[src/rtl/tower_target_if.sv]
// VGA pixel-write port shared between the tower and the VGA arbiter.
interface tower_target_if;
    logic        vga_WriteEn;
    logic [14:0] vga_coords;
    logic [8:0]  vga_colour;

    modport master (
        output vga_WriteEn,
        output vga_coords,
        output vga_colour
    );

    modport slave (
        input vga_WriteEn,
        input vga_coords,
        input vga_colour
    );
endinterface

[src/rtl/tower_target.sv]
// Defensive tower: latches a placement, draws its square sprite one pixel per
// cycle, scores hits on an in-range car once per frame tick with a frame-based
// cooldown, and pulses car_destroyed when the hit budget is used up.
module tower_target #(
    parameter int          SIZE            = 4,
    parameter int          RANGE           = 20,
    parameter int          COOLDOWN_FRAMES = 30,
    parameter int          HITS_TO_KILL    = 3,
    parameter logic [8:0]  TOWER_COLOUR    = 9'h1C0,
    parameter logic [8:0]  FIRE_COLOUR     = 9'h1FF
) (
    input  logic           clk,
    input  logic           resetn,
    input  logic           place,
    input  logic [7:0]     tower_x,
    input  logic [6:0]     tower_y,
    input  logic           frame_tick,
    input  logic [14:0]    car_location,
    input  logic           car_active,
    output logic           car_destroyed,
    output logic           draw_done,
    output logic [3:0]     hit_count,
    tower_target_if.master vga
);
    localparam int               LOG_S     = $clog2(SIZE);
    localparam int               PIX_W     = 2 * LOG_S;
    localparam logic [PIX_W-1:0] PIX_LAST  = PIX_W'(SIZE * SIZE - 1);
    localparam logic [PIX_W-1:0] PIX_ZERO  = PIX_W'(0);
    localparam logic [7:0]       COOL_INIT = 8'(COOLDOWN_FRAMES);
    localparam logic [3:0]       HIT_LIMIT = 4'(HITS_TO_KILL);

    typedef enum logic [1:0] {
        S_IDLE     = 2'd0,
        S_DRAW     = 2'd1,
        S_ARMED    = 2'd2,
        S_COOLDOWN = 2'd3
    } state_t;

    state_t           state_r;
    state_t           ret_r;
    logic [7:0]       tx_r;
    logic [6:0]       ty_r;
    logic [PIX_W-1:0] pix_r;
    logic [7:0]       cool_r;

    logic [7:0]       car_x_s;
    logic [6:0]       car_y_s;
    logic [8:0]       dx_s;
    logic [7:0]       dy_s;
    logic             hit_s;
    logic [3:0]       hit_inc_s;
    logic [PIX_W-1:0] pix_next_s;

    assign car_x_s = car_location[14:7];
    assign car_y_s = car_location[6:0];

    // Screen coordinate of sprite pixel k (row-major); sums wrap at 8/7 bits.
    function automatic logic [14:0] pixel_at(input logic [7:0] x,
                                             input logic [6:0] y,
                                             input logic [PIX_W-1:0] k);
        logic [7:0] col_v;
        logic [6:0] row_v;
        col_v = 8'(k) & 8'(SIZE - 1);
        row_v = 7'(k >> LOG_S);
        return {x + col_v, y + row_v};
    endfunction

    // Range test on the car position presented with this cycle's frame tick.
    always_comb begin
        dx_s       = (car_x_s >= tx_r) ? ({1'b0, car_x_s} - {1'b0, tx_r})
                                       : ({1'b0, tx_r} - {1'b0, car_x_s});
        dy_s       = (car_y_s >= ty_r) ? ({1'b0, car_y_s} - {1'b0, ty_r})
                                       : ({1'b0, ty_r} - {1'b0, car_y_s});
        hit_s      = frame_tick && car_active &&
                     (dx_s <= 9'(RANGE)) && (dy_s <= 8'(RANGE));
        hit_inc_s  = hit_count + 4'd1;
        pix_next_s = pix_r + PIX_W'(1);
    end

    // Tower sequencer: placement, sprite drawing, hit scoring and cooldown.
    always_ff @(posedge clk) begin
        if (!resetn) begin
            state_r         <= S_IDLE;
            ret_r           <= S_IDLE;
            tx_r            <= 8'd0;
            ty_r            <= 7'd0;
            pix_r           <= PIX_ZERO;
            cool_r          <= 8'd0;
            car_destroyed   <= 1'b0;
            draw_done       <= 1'b0;
            hit_count       <= 4'd0;
            vga.vga_WriteEn <= 1'b0;
            vga.vga_coords  <= 15'd0;
            vga.vga_colour  <= 9'd0;
        end else begin
            car_destroyed <= 1'b0;
            draw_done     <= 1'b0;
            case (state_r)
                S_IDLE: begin
                    if (place) begin
                        tx_r            <= tower_x;
                        ty_r            <= tower_y;
                        pix_r           <= PIX_ZERO;
                        ret_r           <= S_ARMED;
                        vga.vga_WriteEn <= 1'b1;
                        vga.vga_coords  <= pixel_at(tower_x, tower_y, PIX_ZERO);
                        vga.vga_colour  <= TOWER_COLOUR;
                        state_r         <= S_DRAW;
                    end
                end
                S_DRAW: begin
                    if (pix_r == PIX_LAST) begin
                        vga.vga_WriteEn <= 1'b0;
                        draw_done       <= 1'b1;
                        state_r         <= ret_r;
                    end else begin
                        pix_r          <= pix_next_s;
                        vga.vga_coords <= pixel_at(tx_r, ty_r, pix_next_s);
                    end
                end
                S_ARMED: begin
                    if (hit_s) begin
                        cool_r <= COOL_INIT;
                        if (hit_inc_s == HIT_LIMIT) begin
                            car_destroyed <= 1'b1;
                            hit_count     <= 4'd0;
                        end else begin
                            hit_count <= hit_inc_s;
                        end
                        pix_r           <= PIX_ZERO;
                        ret_r           <= S_COOLDOWN;
                        vga.vga_WriteEn <= 1'b1;
                        vga.vga_coords  <= pixel_at(tx_r, ty_r, PIX_ZERO);
                        vga.vga_colour  <= FIRE_COLOUR;
                        state_r         <= S_DRAW;
                    end
                end
                S_COOLDOWN: begin
                    if (frame_tick) begin
                        cool_r <= cool_r - 8'd1;
                        if (cool_r == 8'd1) begin
                            pix_r           <= PIX_ZERO;
                            ret_r           <= S_ARMED;
                            vga.vga_WriteEn <= 1'b1;
                            vga.vga_coords  <= pixel_at(tx_r, ty_r, PIX_ZERO);
                            vga.vga_colour  <= TOWER_COLOUR;
                            state_r         <= S_DRAW;
                        end
                    end
                end
                default: begin
                    state_r         <= S_IDLE;
                    vga.vga_WriteEn <= 1'b0;
                end
            endcase
            // Losing the car forfeits its accumulated hits in every state.
            if (!car_active) begin
                hit_count <= 4'd0;
            end
        end
    end
endmodule

[src/flat_wrapper.sv]
// flat-port wrapper written by rule: the top's interface ports become plain ports
module tower_target_flat 
#(
    parameter int          SIZE            = 4,
    parameter int          RANGE           = 20,
    parameter int          COOLDOWN_FRAMES = 30,
    parameter int          HITS_TO_KILL    = 3,
    parameter logic [8:0]  TOWER_COLOUR    = 9'h1C0,
    parameter logic [8:0]  FIRE_COLOUR     = 9'h1FF
)
  (clk, resetn, place, tower_x, tower_y, frame_tick, car_location, car_active, car_destroyed, draw_done, hit_count, vga_vga_WriteEn, vga_vga_coords, vga_vga_colour);
  tower_target_if vga_i ();
  input  logic clk;
  input  logic resetn;
  input  logic place;
  input  logic [7:0] tower_x;
  input  logic [6:0] tower_y;
  input  logic frame_tick;
  input  logic [14:0] car_location;
  input  logic car_active;
  output logic car_destroyed;
  output logic draw_done;
  output logic [3:0] hit_count;
  output wire logic [$bits(vga_i.vga_WriteEn)-1:0] vga_vga_WriteEn;
  output wire logic [$bits(vga_i.vga_coords)-1:0] vga_vga_coords;
  output wire logic [$bits(vga_i.vga_colour)-1:0] vga_vga_colour;
  assign vga_vga_WriteEn = vga_i.vga_WriteEn;
  assign vga_vga_coords = vga_i.vga_coords;
  assign vga_vga_colour = vga_i.vga_colour;
  tower_target #(.SIZE(SIZE), .RANGE(RANGE), .COOLDOWN_FRAMES(COOLDOWN_FRAMES), .HITS_TO_KILL(HITS_TO_KILL), .TOWER_COLOUR(TOWER_COLOUR), .FIRE_COLOUR(FIRE_COLOUR)) u_core (.clk(clk), .resetn(resetn), .place(place), .tower_x(tower_x), .tower_y(tower_y), .frame_tick(frame_tick), .car_location(car_location), .car_active(car_active), .car_destroyed(car_destroyed), .draw_done(draw_done), .hit_count(hit_count), .vga(vga_i));
endmodule
[config.mk]
export PLATFORM = sky130hd
export DESIGN_NAME = tower_target_flat
export DESIGN_NICKNAME = d
export VERILOG_FILES = /design/src/rtl/tower_target_if.sv /design/src/rtl/tower_target.sv /design/src/flat_wrapper.sv
export SDC_FILE = /design/constraint.sdc
export NUM_CORES = 1
export LEC_CHECK = 0
export ABC_AREA = 1
export BUFFER_PORTS_ARGS = -buffer_cell sky130_fd_sc_hd__clkbuf_2
export CORE_MARGIN = 5
export CORE_UTILIZATION = 49
export CTS_CLUSTER_DIAMETER = 30
export DETAILED_ROUTE_END_ITERATION = 8
export PLACE_DENSITY = 0.73
export SETUP_SLACK_MARGIN = 0.05
export SYNTH_ARGS = -nofsm -noshare
export SYNTH_HDL_FRONTEND = slang
export SYNTH_SLANG_ARGS = --single-unit
[constraint.sdc]
create_clock -name clk -period 3 [get_ports clk]
set_clock_uncertainty 0.2 [all_clocks]
set_input_delay 0.3 -clock clk [delete_from_list [all_inputs] [get_ports clk]]
set_output_delay 0.3 -clock clk [all_outputs]
set_load 0.02 [all_outputs]
; After elaboration in Yosys (flattened, before gate mapping)
; Index checks and enable logic that the tools add are counted.
[word_totals]
ff_bits = 62
inputBits = 35
output_inout_bits = 31
wordCells = 94
[op_classes]
addsub = 9
magnitude_cmp = 4
n_eq_ne = 12
mux = 42
n_reduce_logical = 15
[op_table]
columns = cell, count
row1 = $mux 15, 5
row2 = $pmux 15 s4, 1
row3 = $mux 9, 5
row4 = $pmux 9 s3, 1
row5 = $mux 4, 6
row6 = $mux 8, 3
row7 = $mux 2, 9
row8 = $sub 8x8->9, 2
row9 = $pmux 4 s4, 1
row10 = $pmux 8 s2, 1
row11 = $sub 7x7->8, 2
row12 = $reduce_and 5->1, 3
row13 = $le 9x5->1 const B, 1
row14 = $add 4x1->4 const B, 2
row15 = $add 8x2->8, 1
row16 = $eq 8x1->1 const B, 1
row17 = $ge 8x8->1, 1
row18 = $le 8x5->1 const B, 1
row19 = $pmux 2 s4, 1
row20 = $reduce_and 2->1, 4
row21 = $sub 8x1->8 const B, 1
row22 = $add 7x2->7, 1
row23 = $ge 7x7->1, 1
row24 = $mux 1, 7
row25 = other kinds (13), 21

; Logic depth before layout (Yosys ltp)
; Gate-level depths: netlist of the first run.
[depth]
ltp_word = 7
ltp_mapped = 20
mapped_depth_nobuf = 19

; Least setup slack after synthesis of the first run
; OpenSTA, ideal clock, no wires.
[synth_path]
path_kind = input port to flip-flop
startpoint = in car_location[2]
endpoint = reg u_core.vga.vga_coords[4]
setup_time_ns = 0.113
arrival_time_ns = 2.134
t_required_ns = 2.687
setup_slack_ns = 0.554
cell_stages = 17
n_path_buf = 1
cell_sequence = inv_1 ha_1 a21oi_1 nand2_1 nand2_1 nand3_2 inv_2 nand2_2 nand3_1 nand2_1 nor2_2 nand4_2 nand2_4 nand3_4 buf_6 nor2_1 nor2_1
[synth_between]
elab_chain_cells = 6
word_cells_on_any_way = 8
cone_classes = 2 x add/sub / 2 x order compare / 1 x eq/ne / 1 x mux / 2 x reduce/logical
[synth_lines]
columns = item, line_no
row1 = start: declaration, flat_wrapper.sv:19  ; input logic [14:0] car_location;
row2 = "$sub 7x7->8, or another cell as far along", tower_target.sv:73  ; : ({1'b0, ty_r} - {1'b0, car_y_s});
row3 = $mux 8 *, tower_target.sv:72  ; dy_s = (car_y_s >= ty_r) ? ({1'b0, car_y_s} - {1'b0, ty_r})
row4 = $le 8x5->1 *, tower_target.sv:75  ; (dx_s <= 9'(RANGE)) && (dy_s <= 8'(RANGE));
row5 = $logic_and 1x1->1 *, tower_target.sv:75
row6 = $ne 2x1->1 (no source line) *, n/a
row7 = $reduce_and 5->1 (no source line) *, n/a
row8 = end signal: assignment, tower_target.sv:106  ; vga.vga_coords <= pixel_at(tower_x, tower_y, PIX_ZERO);
row9 = end signal: assignment, tower_target.sv:118  ; vga.vga_coords <= pixel_at(tx_r, ty_r, pix_next_s);
row10 = end signal: assignment, tower_target.sv:133  ; vga.vga_coords <= pixel_at(tx_r, ty_r, PIX_ZERO);
row11 = end: declaration, tower_target_if.sv:9  ; output vga_coords,
; Mark *: on every way between the ends. The rest lies on a longest branch, timed or not.
; A chain may end at the register's enable or synchronous reset.

; Worst setup path after layout of the first run
[layout_path]
startpoint = reg u_core.ty_r[2]
endpoint = reg u_core.pix_r[2]
[layout_between]
elab_chain_cells = 6
word_cells_on_any_way = 8
cone_classes = 2 x add/sub / 2 x order compare / 1 x eq/ne / 1 x mux / 2 x reduce/logical
[layout_lines]
columns = item, line_no
row1 = start: declaration, tower_target.sv:42  ; logic [6:0] ty_r;
row2 = start signal: assignment, tower_target.sv:102  ; ty_r <= tower_y;
row3 = "$sub 7x7->8, or another cell as far along", tower_target.sv:73
row4 = $mux 8 *, tower_target.sv:72
row5 = $le 8x5->1 *, tower_target.sv:75
row6 = $logic_and 1x1->1 *, tower_target.sv:75
row7 = $ne 2x1->1 (no source line) *, n/a
row8 = $reduce_and 5->1 (no source line) *, n/a
row9 = end signal: assignment, tower_target.sv:117  ; pix_r <= pix_next_s;
row10 = end: declaration, tower_target.sv:43  ; logic [PIX_W-1:0] pix_r;
; Marks and branches as above.

==> results of run 1 <==
## power by group through the flow
| stage | clock network, W | logic (W) | registers, W |
|---|---|---|---|
| finish | 0.000511 | 0.000859 | 0.000804 |
| floorplan | 0 | 0.000595 | 0.000836 |
| detailed placement | 0 | 0.000825 | 0.000816 |
| CTS | 0.000517 | 0.000831 | 0.000800 |
| global route | 0.000540 | 0.000972 | 0.000812 |
| global placement | 0 | 0.000814 | 0.000814 |
## kinds of logic after synthesis
group | after synthesis
AOI/OAI and AO/OA | 100
xor gates and xnor gates | 18
adders and majority gates | 41
buffers and inverters | 159
DFF | 53
and+or+nand+nor | 372
## per-layer routing
layer / vias up / share of wire, % / track usage [%]
met2: 149 / 48 / 35.2
met5: - / 0 / 0
met1: 2177 / 45 / 28.5
met3: 11 / 5.4 / 1.70
met4: 0 / 1.2 / 4.44
li1: 2456 / - / -
## through the flow
step / util, % / hold slack [ns] / power (W)
6_report: 56.6 / 0.0534 / 0.00217
3_5_place_dp: 53.6 / 0.268 / 0.00164
2_1_floorplan: - / 0.275 / 0.00143
4_1_cts: 54.9 / 0.0606 / 0.00215
3_3_place_gp: 53.6 / 0.261 / 0.00163
5_1_grt: 56.6 / 0.0706 / 0.00232
## cells in the mapped netlist, drive strengths merged
| cell | instances |
|---|---|
| nand2 | 207 |
| inv | 134 |
| nor2 | 77 |
| a21oi | 54 |
| dfxtp | 53 |
| nand3 | 49 |
| ha | 39 |
| o21ai | 28 |
| nand4 | 25 |
| xor2 | 16 |
| buf | 15 |
| clkbuf | 10 |
| nor3 | 7 |
| or2 | 6 |
| a211oi | 4 |
| o21bai | 4 |
| a22oi | 2 |
| fa | 2 |
| o211ai | 2 |
| o22ai | 2 |
| xnor2 | 2 |
| a21o | 1 |
| a221oi | 1 |
| a31oi | 1 |
| nor4 | 1 |
| o31ai | 1 |
## path summary, 6_finish.rpt
check / endpoint / slack, ns / cells past startpoint
max: u_core.pix_r[2]$_SDFFE_PN0P_ / 0.25 / 16
min: u_core.ty_r[4]$_SDFFE_PN0P_ / 0.05 / 3
max reg2reg: u_core.pix_r[2]$_SDFFE_PN0P_ / 0.25 / 16
min reg2reg: u_core.vga.vga_WriteEn$_SDFFE_PN0P_ / 0.31 / 2
## cell type report
class / count / share of cell area [%]
repair buffers: 75 / 8.04
inverters: 134 / 9.78
clock buffers: 7 / 1.67
flip-flops and latches: 53 / 20.6
well taps: 111 / 2.68
clock inverters: 1 / 0.580
multi-input cells: 533 / 56.7
## tightest hold or removal path, delay by kind of cell
family	cells	cell delay, ns
simple gates	1	0.10
compound gates	1	0.05
buf+inv	1	0.09
## state kept, by name, summed over array words and instances (netlist names)
name / count
u_core.draw_done: 1
u_core.ty_r: 7
u_core.car_destroyed: 1
u_core.vga.vga_coords: 15
u_core.vga.vga_colour: 2
u_core.vga.vga_WriteEn: 1
u_core.hit_count: 4
u_core.state_r: 2
u_core.tx_r: 8
u_core.cool_r: 8
u_core.pix_r: 4
## timing repair
action / 4_1_cts / 5_1_grt
setup buffers: 0 / 5
endpoints found under the hold margin: 0 / 0
endpoints found under the setup margin: 0 / 32
resized for setup: 0 / 23
==> run_results.csv, run 1 <==
group,metric,value,unit
grt,grt_pass1_vias,4282,
floorplan,die_area,0.0113,mm2
grt,antenna_found_initial,0,
finish,drive_gt1_share,15.7,%
worst_setup_path,critPathTopFamily,"simple AND/OR/NAND/NOR gates",
yosys,synth_fa_ha_area_share,11.6,%
grt,grt_pass1_wl,19600,um
route,ant_nets,0,
worst_setup_path,crit_chain,"ha_2 -> a21oi_1 -> nand2_1 -> nand2_1 -> nand3_2 -> inv_2 -> nand2_2 -> nand3_1 -> nand2_1 -> nor2_2 -> nand4_2 -> nand2_8 -> buf_4 -> nand4_1 -> nand2_1 -> nor2_1",
worst_setup_path,critPathLaunchType,"register",
worst_setup_path,path_max_fanout,13,
finish,finalInstanceArea,0.00518,mm2
timing,setup_tns,0,ns
worst_setup_path,end_kind,"register",
placement,placement.io_buffers,65,
finish,n_antenna_cell,0,
worst_setup_path,crit_required,2.97,ns
route,drt-initial-drc-count,314,
route,first_pass_iters,5,
flow_run,maxCapViolCount,0,
timing,max_freq,364,MHz
finish,final_common_cell,"nand2_1",
clock_tree,clock_latency,0.31,ns
timing,setup_viol,0,
worst_setup_path,worstSetupPathType,"register to register",
route,wl_per_cell,13.3,um
placement,hpwl,9460,um
yosys,synthSimpleGateAreaFrac,35.3,%
timing,worst_pin_slew,0.808,ns
pwr,p_comb_share,39.5,%
worst_setup_path,slowest_delay,0.39,ns
worst_hold_path,min-delay-path-class,"input port to register",
clock_tree,h-tree-depth,2,
finish,finalNetCount,878,
pwr,switching_share,38.6,%
route,routed_wl,12200,um
clock_tree,path_clk_slew,0.10,ns
pwr,power_density,420,mW/mm2
yosys,ys_seq_area_share,23.4,%
floorplan,io_pins,66,
yosys,synth_nets,819,
route,dr_total_vias,4793,
worst_setup_path,critPathLaunch,"u_core.ty_r[2]$_SDFFE_PN0P_",
yosys,synth.top_cell.area_share,23.4,%
floorplan,rows,35,
yosys,synth_area_leaders,"dfxtp_1, nand2_1, ha_1, inv_1, nor2_1",
yosys,yosys_warnings,0,
yosys,synth_compound_area_share,12.1,%
finish,final_cell_mix,"nand2_1, inv_1, nor2_1",
clock_tree,clock_path_buffers,2,
pwr,p_sw,0.000839,W
worst_setup_path,worst-path-buf-inv,2,
clock_tree,cts_root_buf,"clkbuf_8",
placement,dp.cells,899,
placement,place_area,0.00490,mm2
grt,grt_max_degree,37,
yosys,synth_cell_types,39,
yosys,syn-mean-instance-area,6.11,um2
timing,fin_crit,2.75,ns
timing,finalHoldViolations,0,
grt,grtUsageTotal,20.7,%
timing,finalMaxSlewViolations,0,
route,via_per_inst,5.24,
finish,fin_cells,914,
yosys,yosys.area.top_type,"dfxtp_1",
floorplan,core_area,0.00915,mm2
clock_tree,cts_tree,"yes",
yosys,synth.mux.area_fraction,0,%
placement,place.gp.congestion,0.906,
worst_setup_path,cp_data_arrival_time,2.72,ns
yosys,synth_top_family_by_area,"simple AND/OR/NAND/NOR gates",
worst_setup_path,reg2reg_from,"u_core.ty_r[2]$_SDFFE_PN0P_",
yosys,ys_seq_elements,53,
finish,fillers,894,
floorplan,initial_utilization,49.6,%
timing,worst_slack,0.251,ns
grt,overflow,0,
yosys,synthXorXnorAreaFrac,3.47,%
timing,slew_headroom,46.0,%
clock_tree,clock-sinks,53,
finish,seq_area,0.00107,mm2
finish,area_delta_synth_final,14.0,%
run_status,status,"finished clean",
pwr,p_leak,2.84,nW
pwr,p_int,0.00133,W
clock_tree,cts_made_buffers,5,
worst_hold_path,min_from,"tower_y[4]",
yosys,synthCells,743,
pwr,peakVddDrop,0.289,mV
placement,pre_cts_ws,0.00997,ns
worst_setup_path,critPathSlowestCell,"dfxtp_2",
floorplan,fp.dieW,106,um
finish,multi_input_area,0.00294,mm2
worst_setup_path,critPathMostFrequentCell,"nand2_1",
route,drcViolationCount,0,
timing,final.period_utilization,91.6,%
yosys,syn_area,0.00454,mm2
pwr,clkPwrFrac,23.5,%
clock_tree,ctsHoldBuffers,0,
floorplan,die_height,106,um
timing,rsz0062_at_grt,"no",
pwr,p_seq_share,37.0,%
Note: power is estimated with default switching activity, not from simulation.
==> run 2, diff against run 1 <==
ABC_AREA = 0   (was 1)
CORE_UTILIZATION = 50   (was 49)
PLACE_DENSITY = 0.75   (was 0.73)
==> run 2 against run 1 <==
The run now ends with negative setup slack left. Critical path depth shrank 6. Core utilization grew 14 points. Synthesized cell count shrank 28%. Non-clock buffer count grew 90. Register-to-register slack lost 0.48 ns. Largest cell class unchanged.
==> run_results.csv, run 2 <==
group,metric,value,unit
run_status,status,"complete, but fails checks",
run_status,violations,"negative setup slack",
route,dr_total_vias,4451,
yosys,ys_seq_elements,53,
yosys,synth_nets,610,
timing,worst_slack,-0.228,ns
grt,grt_pass1_vias,4331,
clock_tree,clock_path_buffers,2,
timing,slew_headroom,23.5,%
yosys,ys_seq_area_share,25.8,%
clock_tree,cts_made_buffers,5,
worst_setup_path,reg2reg_from,"u_core.ty_r[6]$_SDFFE_PN0P_",
grt,overflow,0,
floorplan,die_height,101,um
yosys,synthSimpleGateAreaFrac,21.7,%
clock_tree,clock_latency,0.32,ns
finish,final_cell_mix,"buf_4, nand2_1, clkbuf_2",
grt,grt_max_degree,34,
yosys,syn-mean-instance-area,7.69,um2
flow_run,maxCapViolCount,0,
route,routed_wl,12100,um
yosys,synth_top_family_by_area,"compound AO/OA/AOI/OAI gates",
grt,grt_pass1_wl,19600,um
floorplan,die_area,0.0101,mm2
pwr,peakVddDrop,0.332,mV
worst_hold_path,holdPathEnd,"u_core.tx_r[6]$_SDFFE_PN0P_",
yosys,yosys.area.top_type,"dfxtp_1",
finish,multi_input_area,0.00312,mm2
placement,place.gp.congestion,0.895,
route,wl_per_cell,15.4,um
floorplan,fp.dieW,101,um
yosys,synth.mux.area_fraction,4.17,%
timing,rsz0062_at_grt,"yes",
finish,drive_gt1_share,37.9,%
placement,placement.io_buffers,65,
pwr,power_density,344,mW/mm2
route,ant_nets,0,
yosys,synthXorXnorAreaFrac,4.05,%
floorplan,rows,33,
pwr,p_leak,2.46,nW
worst_setup_path,cp_data_arrival_time,3.28,ns
route,drcViolationCount,0,
yosys,yosys_most_used_dff,"dfxtp_1",
worst_setup_path,crit_required,3.05,ns
timing,setup_viol,34,
worst_setup_path,critPathLaunchType,"register",
yosys,yosys_warnings,0,
finish,seq_area,0.00109,mm2
yosys,synthCells,534,
worst_setup_path,r2r_cells,10,
floorplan,initial_utilization,50.8,%
timing,final.period_utilization,108,%
finish,fillers,668,
route,via_per_inst,5.70,
worst_hold_path,min-delay-path-class,"input port to register",
clock_tree,clock-sinks,53,
placement,hpwl,9130,um
worst_hold_path,whs_path_depth,3,
timing,worst_pin_slew,1.15,ns
yosys,synth_area_leaders,"dfxtp_1, ha_1, nand2_1, a21oi_1, inv_1",
yosys,synth_fa_ha_area_share,12.9,%
worst_setup_path,worstSetupPathType,"register to register",
clock_tree,cts_root_buf,"clkbuf_8",
timing,setup_tns,-4.20,ns
route,first_pass_iters,5,
finish,final_common_cell,"buf_4",
timing,fin_crit,3.23,ns
worst_setup_path,r2r_setup_slack,-0.23,ns
clock_tree,path_clk_slew,0.10,ns
yosys,synth.top_cell.area_share,25.8,%
yosys,synth_compound_area_share,23.4,%
worst_setup_path,end_kind,"register",
yosys,yosysMostFrequentCell,"nand2_1",
timing,finalHoldViolations,0,
yosys,synth_edf_count,0,
finish,finalNetCount,751,
finish,largestRegisters,"u_core.vga.vga_coords (15), u_core.cool_r (8), u_core.tx_r (8)",
timing,finalMaxSlewViolations,0,
yosys,synth_cell_types,71,
finish,top_register,"u_core.vga.vga_coords",
finish,final_util,70.9,%
floorplan,core_area,0.00809,mm2
clock_tree,h-tree-depth,2,
route,drt-initial-drc-count,193,
worst_setup_path,path_max_fanout,7,
worst_hold_path,min_from,"tower_x[6]",
grt,grtUsageTotal,23.7,%
clock_tree,cts_tree,"yes",
yosys,synth_commonest_cells,"nand2_1, a21oi_1, dfxtp_1",
placement,pre_cts_ws,-0.511,ns
finish,largest_reg_flops,15,
timing,max_freq,310,MHz
grt,antenna_found_initial,0,
finish,n_antenna_cell,0,
finish,area_delta_synth_final,39.6,%
yosys,syn_area,0.00411,mm2
yosys,ys_async_sr_fraction,0,%
floorplan,io_pins,66,
worst_setup_path,reg2reg_to,"u_core.hit_count[1]$_SDFFE_PN0P_",
## run 2: cell types whose count changed after synthesis, sizes merged, moves of 6 or more
cell,previous run,this run
or3,0,8
inv,134,45
o211ai,2,8
nor2b,0,8
xor2,16,5
mux2i,0,16
nor2,77,29
clkbuf,10,17
xnor2,2,14
nand2,207,84
nand3,49,15
nand4,25,7
## run 2: cells by family (layout without fill, tap and decap cells)
family,count (synthesis),after routing
and+or+nand+nor,186,186
AOI/OAI and AO/OA,142,142
buffers and inverters,76,218
DFF,53,53
adders and majority gates,41,41
xor gates and xnor gates,19,19
muxes,17,17
## run 2: worst max path at each step
stage	from	end	slack, ns	cells past startpoint
finish	u_core.ty_r[6]$_SDFFE_PN0P_	u_core.hit_count[1]$_SDFFE_PN0P_	-0.23	10
global route	u_core.ty_r[2]$_SDFFE_PN0P_	u_core.vga.vga_coords[13]$_SDFFE_PN0P_	-0.32	14
CTS	u_core.ty_r[6]$_SDFFE_PN0P_	u_core.hit_count[1]$_SDFFE_PN0P_	-0.24	10
detailed placement	car_location[2]	u_core.hit_count[1]$_SDFFE_PN0P_	-0.51	12
global placement	car_location[2]	u_core.hit_count[1]$_SDFFE_PN0P_	-0.36	12
floorplan	u_core.ty_r[4]$_SDFFE_PN0P_	u_core.hit_count[1]$_SDFFE_PN0P_	-0.17	12
## run 2: through the flow
stage                     instances  instance area, um2  total power (W)  hold WS [ns]
final                           781                5740          0.00197        0.0127
after global routing            781                5740          0.00208       0.00549
after CTS                       779                5600          0.00194       0.00560
after detailed placement        763                5260          0.00146         0.246
after global placement          763                5260          0.00144         0.245
after floorplan                 534                4300          0.00121         0.228
## run 2: per-layer routing
metal	wire length [um]	GRT usage (%)	part of all wire, %
met3	705	4.64	5.8
met2	5850	40.9	48
met1	5050	28.6	42
met5	0	0	0
met4	463	10.3	3.8
## run 2: critical path, cell delays in order (launching register included)
cell and delay, ns:
dfxtp_2 0.36, ha_4 0.30, nand3_4 0.09, a211o_4 0.35
a221oi_4 0.34, nor3_2 0.11, o2111ai_2 0.22, o311ai_4 0.14
or4b_4 0.55, or3_1 0.38, a21oi_1 0.13
## run 2: final cells by class
class	count	share of cell area (%)
Inverter	45	2.99
Timing Repair Buffer	165	19.7
Multi-Input combinational cell	405	54.4
Tap cell	105	2.29
Clock buffer	5	1.20
Clock inverter	3	0.436
Sequential cell	53	19.0
## run 2: repair_timing
action                                  CTS  global route
endpoints found under the hold margin     0             0
resized for setup                        43            26
hold buffers                              0             0
gates cloned                              1             0
endpoints found under the setup margin   37            37
buffers inserted                          7             2
pin swaps                                23            14
## run 2: power by group
part / switching (W) / internal, W / leakage, nW / total [W]
clock network: 0.000260 / 0.000169 / 0.0447 / 0.000430
logic: 0.000399 / 0.000374 / 1.97 / 0.000774
registers: 0.0000301 / 0.000737 / 0.440 / 0.000767
total: 0.000690 / 0.00128 / 2.46 / 0.00197
